**src/rtl/uart_tx_stream_if.sv**
```systemverilog
// Write-side handshake between a producer and the UART transmit FIFO.
interface uart_tx_stream_if #(
  parameter int DATA_BITS = 8
) ();
  logic                 wr_valid;
  logic [DATA_BITS-1:0] wr_data;
  logic                 wr_ready;

  modport master (output wr_valid, output wr_data, input wr_ready);
  modport slave  (input wr_valid, input wr_data, output wr_ready);
endinterface

```
**src/rtl/uart_tx_stream.sv**
```systemverilog
// UART transmitter with a write FIFO, configurable framing and a frame-boundary enable.
// A word is popped only at frame launch; back-to-back frames leave no idle gap.
module uart_tx_stream #(
  parameter int CLKS_PER_BIT = 868,
  parameter int DATA_BITS    = 8,
  parameter int PARITY_MODE  = 0,
  parameter int STOP_BITS    = 1,
  parameter int FIFO_DEPTH   = 16
) (
  input  logic                        clk,
  input  logic                        rst,
  input  logic                        enb,
  uart_tx_stream_if.slave             wr,
  output logic [$clog2(FIFO_DEPTH):0] fifo_count,
  output logic                        busy,
  output logic                        tx_data
);

  localparam int AW = $clog2(FIFO_DEPTH);
  localparam int CW = AW + 1;
  localparam int BW = $clog2(CLKS_PER_BIT);

  typedef enum logic [2:0] {ST_IDLE, ST_START, ST_DATA, ST_PARITY, ST_STOP} state_t;

  // Odd mode inverts the plain XOR of the payload.
  function automatic logic parity_f(input logic [DATA_BITS-1:0] d);
    parity_f = (PARITY_MODE == 1) ? ~(^d) : (^d);
  endfunction

  logic [DATA_BITS-1:0] mem_q [FIFO_DEPTH];
  logic [AW-1:0]        wr_ptr_q, rd_ptr_q;
  logic [CW-1:0]        count_q, count_d;
  state_t               state_q;
  logic [BW-1:0]        baud_q;
  logic [3:0]           bit_q;
  logic [DATA_BITS-1:0] shift_q;
  logic                 par_q, tx_q, busy_q;
  logic                 wr_ready_s, do_wr_s, do_pop_s, baud_end_s, stop_end_s;
  logic [DATA_BITS-1:0] head_s;

  // Handshake, launch decision and occupancy update.
  always_comb begin
    wr_ready_s = (count_q < CW'(FIFO_DEPTH));
    do_wr_s    = wr.wr_valid && wr_ready_s;
    baud_end_s = (baud_q == BW'(CLKS_PER_BIT - 1));
    stop_end_s = (state_q == ST_STOP) && baud_end_s && (bit_q == 4'(STOP_BITS - 1));
    do_pop_s   = enb && (count_q != {CW{1'b0}}) && ((state_q == ST_IDLE) || stop_end_s);
    head_s     = mem_q[rd_ptr_q];
    if (do_wr_s && !do_pop_s) begin
      count_d = count_q + CW'(1);
    end else if (!do_wr_s && do_pop_s) begin
      count_d = count_q - CW'(1);
    end else begin
      count_d = count_q;
    end
  end

  assign wr.wr_ready = wr_ready_s;
  assign fifo_count  = count_q;
  assign busy        = busy_q;
  assign tx_data     = tx_q;

  // FIFO storage; contents need no reset since occupancy gates every read.
  always_ff @(posedge clk) begin
    if (do_wr_s) begin
      mem_q[wr_ptr_q] <= wr.wr_data;
    end
  end

  // FIFO pointers and occupancy.
  always_ff @(posedge clk or negedge rst) begin
    if (!rst) begin
      wr_ptr_q <= {AW{1'b0}};
      rd_ptr_q <= {AW{1'b0}};
      count_q  <= {CW{1'b0}};
    end else begin
      if (do_wr_s) begin
        wr_ptr_q <= wr_ptr_q + AW'(1);
      end
      if (do_pop_s) begin
        rd_ptr_q <= rd_ptr_q + AW'(1);
      end
      count_q <= count_d;
    end
  end

  // Frame sequencer with registered line and busy outputs.
  always_ff @(posedge clk or negedge rst) begin
    if (!rst) begin
      state_q <= ST_IDLE;
      baud_q  <= {BW{1'b0}};
      bit_q   <= 4'd0;
      shift_q <= {DATA_BITS{1'b0}};
      par_q   <= 1'b0;
      tx_q    <= 1'b1;
      busy_q  <= 1'b0;
    end else begin
      case (state_q)
        ST_IDLE: begin
          baud_q <= {BW{1'b0}};
          bit_q  <= 4'd0;
          if (do_pop_s) begin
            shift_q <= head_s;
            par_q   <= parity_f(head_s);
            tx_q    <= 1'b0;
            busy_q  <= 1'b1;
            state_q <= ST_START;
          end else begin
            tx_q   <= 1'b1;
            busy_q <= 1'b0;
          end
        end
        ST_START: begin
          if (baud_end_s) begin
            baud_q  <= {BW{1'b0}};
            bit_q   <= 4'd0;
            tx_q    <= shift_q[0];
            shift_q <= shift_q >> 1;
            state_q <= ST_DATA;
          end else begin
            baud_q <= baud_q + BW'(1);
          end
        end
        ST_DATA: begin
          if (baud_end_s) begin
            baud_q <= {BW{1'b0}};
            if (bit_q == 4'(DATA_BITS - 1)) begin
              bit_q <= 4'd0;
              if (PARITY_MODE != 0) begin
                tx_q    <= par_q;
                state_q <= ST_PARITY;
              end else begin
                tx_q    <= 1'b1;
                state_q <= ST_STOP;
              end
            end else begin
              bit_q   <= bit_q + 4'd1;
              tx_q    <= shift_q[0];
              shift_q <= shift_q >> 1;
            end
          end else begin
            baud_q <= baud_q + BW'(1);
          end
        end
        ST_PARITY: begin
          if (baud_end_s) begin
            baud_q  <= {BW{1'b0}};
            bit_q   <= 4'd0;
            tx_q    <= 1'b1;
            state_q <= ST_STOP;
          end else begin
            baud_q <= baud_q + BW'(1);
          end
        end
        ST_STOP: begin
          if (baud_end_s) begin
            baud_q <= {BW{1'b0}};
            if (bit_q == 4'(STOP_BITS - 1)) begin
              bit_q <= 4'd0;
              // Chain straight into the next start bit when more data is waiting.
              if (do_pop_s) begin
                shift_q <= head_s;
                par_q   <= parity_f(head_s);
                tx_q    <= 1'b0;
                state_q <= ST_START;
              end else begin
                tx_q    <= 1'b1;
                busy_q  <= 1'b0;
                state_q <= ST_IDLE;
              end
            end else begin
              bit_q <= bit_q + 4'd1;
            end
          end else begin
            baud_q <= baud_q + BW'(1);
          end
        end
        default: begin
          state_q <= ST_IDLE;
          tx_q    <= 1'b1;
          busy_q  <= 1'b0;
        end
      endcase
    end
  end

endmodule

```
**src/flat_wrapper.sv**
```systemverilog
// flat-port wrapper written by rule: the top's interface ports become plain ports
module uart_tx_stream_flat 
#(
  parameter int CLKS_PER_BIT = 868,
  parameter int DATA_BITS    = 8,
  parameter int PARITY_MODE  = 0,
  parameter int STOP_BITS    = 1,
  parameter int FIFO_DEPTH   = 16
)
  (clk, rst, enb, fifo_count, busy, tx_data, wr_wr_valid, wr_wr_data, wr_wr_ready);
  uart_tx_stream_if #(.DATA_BITS(DATA_BITS)) wr_i ();
  input  logic clk;
  input  logic rst;
  input  logic enb;
  output logic [$clog2(FIFO_DEPTH):0] fifo_count;
  output logic busy;
  output logic tx_data;
  input wire logic [$bits(wr_i.wr_valid)-1:0] wr_wr_valid;
  input wire logic [$bits(wr_i.wr_data)-1:0] wr_wr_data;
  output wire logic [$bits(wr_i.wr_ready)-1:0] wr_wr_ready;
  assign wr_i.wr_valid = wr_wr_valid;
  assign wr_i.wr_data = wr_wr_data;
  assign wr_wr_ready = wr_i.wr_ready;
  uart_tx_stream #(.CLKS_PER_BIT(CLKS_PER_BIT), .DATA_BITS(DATA_BITS), .PARITY_MODE(PARITY_MODE), .STOP_BITS(STOP_BITS), .FIFO_DEPTH(FIFO_DEPTH)) u_core (.clk(clk), .rst(rst), .enb(enb), .wr(wr_i), .fifo_count(fifo_count), .busy(busy), .tx_data(tx_data));
endmodule
```
**config.mk**
```make
export PLATFORM = sky130hd
export DESIGN_NAME = uart_tx_stream_flat
export DESIGN_NICKNAME = d
export VERILOG_FILES = /design/src/rtl/uart_tx_stream_if.sv /design/src/rtl/uart_tx_stream.sv /design/src/flat_wrapper.sv
export SDC_FILE = /design/constraint.sdc
export NUM_CORES = 1
export LEC_CHECK = 0
export CORE_MARGIN = 10
export CORE_UTILIZATION = 55
export CTS_CLUSTER_DIAMETER = 60
export DETAILED_ROUTE_END_ITERATION = 10
export MAX_ROUTING_LAYER = met4
export PLACE_DENSITY = 0.72
export SLEW_MARGIN = 25
export SYNTH_ARGS = -nofsm -noshare
export SYNTH_HDL_FRONTEND = slang
export SYNTH_SLANG_ARGS = --single-unit
```
**constraint.sdc**
```tcl
create_clock -name clk -period 3.4 [get_ports clk]
set_input_delay 0.51 -clock clk [delete_from_list [all_inputs] [get_ports clk]]
set_output_delay 0.51 -clock clk [all_outputs]
set_load 0.005 [all_outputs]
```
### Word-level counts from Yosys, hierarchy flattened

Memories as Yosys holds them, arrays and structs flattened.
Index checks and enable logic that the tools add are counted.

* add/subtract/negate cells: 6
* $lt $le $gt $ge: 1
* equality and inequality tests: 16
* mux-type cells: 41
* bitwise operators: 1
* reductions and logical operators: 25

Operators by type and width (count)
* 2-to-1 mux 8 bit: 6
* case mux 8 bit (4 select lines): 1
* 2-to-1 mux 3 bit: 7
* 2-to-1 mux 4 bit: 5
* case mux 10 bit (2 select lines): 1
* case mux 4 bit (4 select lines): 1
* case mux 3 bit (5 select lines): 1
* 2-to-1 mux 1 bit: 14
* != test 2 x 1 -> 1 bit, second input constant: 7
* adder 4 x 1 -> 4 bit, second input constant: 3
* adder 10 x 1 -> 10 bit, second input constant: 1
* equality test 10 bit, second input constant: 1
* 2-to-1 mux 10 bit: 1
* 2-to-1 mux 5 bit: 2
* AND reduction 4 bit: 2
* nonzero test 4 bit: 2
* logical AND 1 bit: 7
* AND reduction 7 bit: 1
* equality test 3 x 2 -> 1 bit, second input constant: 2
* != test 2 bit, second input constant: 3
* AND reduction 6 bit: 1
* adder 5 x 1 -> 5 bit, second input constant: 1
* less-than comparator 5 bit, second input constant: 1
* case mux 1 bit (5 select lines): 1
* 16 further kinds: 18

* register bits: 40
* RAM bits: 128
* input port bits: 12
* output and inout port bits: 8
* memories kept: 1

Memory list
* u_core.mem_q: words 16, width 8, rd ports 1, clocked after Yosys merged registers in 0, write ports 1, RTL line uart_tx_stream.sv:30 `logic [DATA_BITS-1:0] mem_q [FIFO_DEPTH];`

### Longest topological paths before layout

* depth after elaboration: 9
* depth in mapped cells: 14

### Worst setup path before layout

OpenSTA, ideal clock, no wires.

* path kind: reg2reg
* from: reg u_core.baud_q[0]
* to: reg u_core.count_q[4], in the netlist u_core.fifo_count[4]
* arrival time: 2760 ps
* required time: 3320 ps
* setup slack: 560 ps
* stages on the path, launching flop included: 14
* buffers on the path: 0
* clock period less this slack: 2840 ps
* cells stage by stage: dfrtp_1 > ha_1 > nor2b_1 > a41o_1 > and3_1 > inv_1 > ha_1 > inv_1 > ha_1 > nor2b_1 > o21a_1 > or3_1 > a21oi_1 > xnor2_1

* cells in the longest elaborated chain, start to end: 8
* elaborated cells on any way between the ends: 10

RTL lines
* from (decl): RTL line uart_tx_stream.sv:34 `logic [BW-1:0] baud_q;`
* from (signal assigned): RTL line uart_tx_stream.sv:91 `baud_q <= {BW{1'b0}};`
* from (signal assigned): RTL line uart_tx_stream.sv:100 `baud_q <= {BW{1'b0}};`
* from (signal assigned): RTL line uart_tx_stream.sv:115 `baud_q <= {BW{1'b0}};`
* equality test 10 bit (*): RTL line uart_tx_stream.sv:45 `baud_end_s = (baud_q == BW'(CLKS_PER_BIT - 1));`
* logical AND 1 bit (*) (2 in a row): RTL line uart_tx_stream.sv:46 `stop_end_s = (state_q == ST_STOP) && baud_end_s && (bit_q == 4'(STOP_BITS - 1));`
* logical OR 1 bit (*): RTL line uart_tx_stream.sv:47 `do_pop_s = enb && (count_q != {CW{1'b0}}) && ((state_q == ST_IDLE) || stop_end_s);`
* logical AND 1 bit (*): RTL line uart_tx_stream.sv:47
* logical NOT 1 bit: RTL line uart_tx_stream.sv:49 `if (do_wr_s && !do_pop_s) begin`
* logical AND 1 bit: RTL line uart_tx_stream.sv:49
* 2-to-1 mux 5 bit / nonzero test 2 bit (equally long branches)
* to (signal assigned): RTL line uart_tx_stream.sv:75 `count_q <= {CW{1'b0}};`
* to (signal assigned): RTL line uart_tx_stream.sv:83 `count_q <= count_d;`
* to (decl): RTL line uart_tx_stream.sv:32 `logic [CW-1:0] count_q, count_d;`

Mark *: on every way between the ends. The rest lies on a longest branch, timed or not.
A chain may end at the register's enable or synchronous reset.

### Worst setup path after layout

Ends and elaborated chain as after synthesis.

==> reports/metrics.cfg <==
[outcome]
status = finished clean

[clock_network]
h-tree-depth = 4
clockRootBuffer = clkbuf_16
clock_sinks = 168
cts_buffers = 17
clkTransAtPathRegs_ns = 0.07
cts_tree = yes
clk_latency_ns = 0.43
clk_path_buf_depth = 2
post_cts_buffers = 0

[layout]
antenna_cells = 0
multiInputGateArea_um2 = 2280
layout_common_cells = edfxtp_1 (128), dfrtp_1 (38), mux2i_1 (36)
final_common_cell = edfxtp_1
design_area_um2 = 8300
fill_cells = 877
final_core_util_pct = 65.0
stdcell_count = 700
areaGrowthSynthToFinish_pct = 13.9
final_layout_size_suffix_gt1_share_pct = 16.9
nNetsFinal = 542
ff_latch_area_um2 = 4850

[grt]
track_usage_pct = 17.0
grt_max_degree = 41
grt.overflow.total = 0
grt_pass1_vias = 4245
antenna_found_initial = 0
grt_pass1_wl_um = 23100

[timing]
hold_violations = 0
setup_tns_ns = 0
fmaxAchievable_mhz = 320
fin_skew_ns = 0.0146
fin_crit_sh_pct = 91.9
setup_viol = 0
fin_ws_ns = 0.275
period_minus_slack_ns = 3.12
hold_slack_ns = 0.201
worst_pin_slew_ns = 0.960
rsz0062_at_grt = false
slew_violations = 0
maxSlewHeadroom_pct = 36.0

[hold_path]
hp-class = input pin to async pin

[worst_setup_path]
rrSetupSlack_ns = 0.28
path_max_fanout = 6
start_kind = register
r2r_start = u_core.baud_q[0]$_DFFE_PN0P_
worst_r2r_path_depth = 13
crit_arrival_ns = 3.48
crit_required_ns = 3.75
critPathCaptureType = register
worstReg2RegEnd = u_core.fifo_count[4]$_DFFE_PN0P_
critical_path_class = register to register

[floorplanning]
rows = 41
die_y_um = 135
die_x_um = 135
die-area_um2 = 18300
start_util_pct = 57.1
ios = 20
core_area_um2 = 12800

[logic_synthesis]
async_flop_share_pct = 23.8
synth_area_um2 = 7290
netlist_instances = 480
synth-edff-count = 128
ys_seq_area_share_pct = 66.5
yosys_register_bits = 168
ys_types = 56
yosys_warnings = 0
synth_top_flop_cell = edfxtp_1
synth.avg_cell_area_um2 = 15.2
syn_nets = 506

[placed_design]
routabilityCongestion = 0.811
io_buffers = 19
dpl_cell_area_um2 = 7740
pre_cts_ws_ns = 0.227
placedCellCount = 669
hpwl_um = 9520

[flow_run]
max-cap-violations = 0

[routing]
post_drt_wl_per_cell_um = 20.4
routed_wirelength_um = 14300
antenna_left = 0
via_count = 4137
dr.pass1.iters = 4
drtIter0Drc = 467
drc_errors = 0
viasPerCell = 5.91

[pwr]
cellPowerDensity_nw_per_um2 = 583
ir_drop_v = 0.000413
power_mw = 4.84
p_leak_nw = 2.88

cells by family after synthesis:
family | synth area share, %
simple gates | 6.94
xor+xnor | 2.16
mux | 12.3
flops | 66.5
compound gates | 7.09
buf+inv | 2.42
fa+ha+maj | 2.64
layer usage:
metal	GRT usage, %	part of all wire (%)	routed length, um	up-vias
li1	-	-	-	1917
met1	21.4	44	6240	2099
met2	26.5	50	7210	105
met3	4.19	4.5	638	16
met4	5.86	1.5	221	0
met5	-	0	0	-
critical path, stage by stage (launching register included):
cell and delay, ns:
dfrtp_1 0.44, ha_2 0.28, nor2b_2 0.20, a41o_1 0.23, and3_1 0.26, inv_1 0.11, ha_1 0.24, inv_1 0.13
ha_1 0.26, nor2b_1 0.14, o21a_1 0.17, or3_1 0.30, a21oi_1 0.18, xnor2_1 0.13
registers in the layout (all words and copies together), names as in the netlist:
register	flops
u_core.tx_data	1
u_core.state_q	3
u_core.fifo_count	5
u_core.baud_q	10
u_core.bit_q	4
u_core.wr_ptr_q	4
u_core.shift_q	8
u_core.rd_ptr_q	4
u_core.mem_q	128
u_core.busy	1
cells in the mapped netlist, drive strengths merged (4+ instances only):
| master | number | area, um2 |
|---|---|---|
| a211oi | 9 | 72.6 |
| edfxtp | 128 | 3840 |
| mux4 | 19 | 428 |
| a22oi | 15 | 113 |
| xor2 | 6 | 52.6 |
| o21ai | 19 | 98.8 |
| and3 | 5 | 31.3 |
| nand4 | 4 | 25.0 |
| nor3 | 13 | 65.1 |
| nor2b | 6 | 37.5 |
| inv | 11 | 41.3 |
| dfrtp | 39 | 976 |
| mux2 | 7 | 105 |
| or3 | 4 | 25.0 |
| mux2i | 36 | 360 |
| nand2 | 25 | 93.8 |
| nand3 | 7 | 35.0 |
| ha | 13 | 163 |
| buf | 13 | 90.1 |
| clkbuf | 11 | 41.3 |
| a21oi | 19 | 95.1 |
| xnor2 | 12 | 105 |
| nor2 | 27 | 101 |
where the power goes:
group	internal, mW	switching [mW]	leakage [nW]	total, mW
clock	1.01	0.805	0.265	1.82
sequential	2.36	0.0948	1.67	2.45
combinational	0.261	0.308	0.941	0.568
total	3.63	1.21	2.88	4.84
area by class of cell:
class,count,share of cell area (%)
timing repair buffer,41,4.37
tap,172,2.59
sequential,168,58.4
multi-input combinational,276,27.4
clock buffer,18,5.17
inverter,12,0.543
clock inverter,13,1.49
timing repair:
action	in CTS	in global routing
hold buffers	0	0
resized for setup	0	3
endpoints found under the setup margin	0	1
worst max path at each step:
stage	start	endpoint	depth (start not counted)
after global placement	enb	u_core.fifo_count[4]$_DFFE_PN0P_	12
after detailed placement	u_core.baud_q[0]$_DFFE_PN0P_	u_core.fifo_count[4]$_DFFE_PN0P_	13
after global routing	u_core.baud_q[0]$_DFFE_PN0P_	u_core.fifo_count[4]$_DFFE_PN0P_	13
after CTS	u_core.baud_q[0]$_DFFE_PN0P_	u_core.fifo_count[4]$_DFFE_PN0P_	13
final	u_core.baud_q[0]$_DFFE_PN0P_	u_core.fifo_count[4]$_DFFE_PN0P_	13
after floorplan	u_core.baud_q[0]$_DFFE_PN0P_	u_core.fifo_count[4]$_DFFE_PN0P_	13
(Power assumes the default switching activity.)
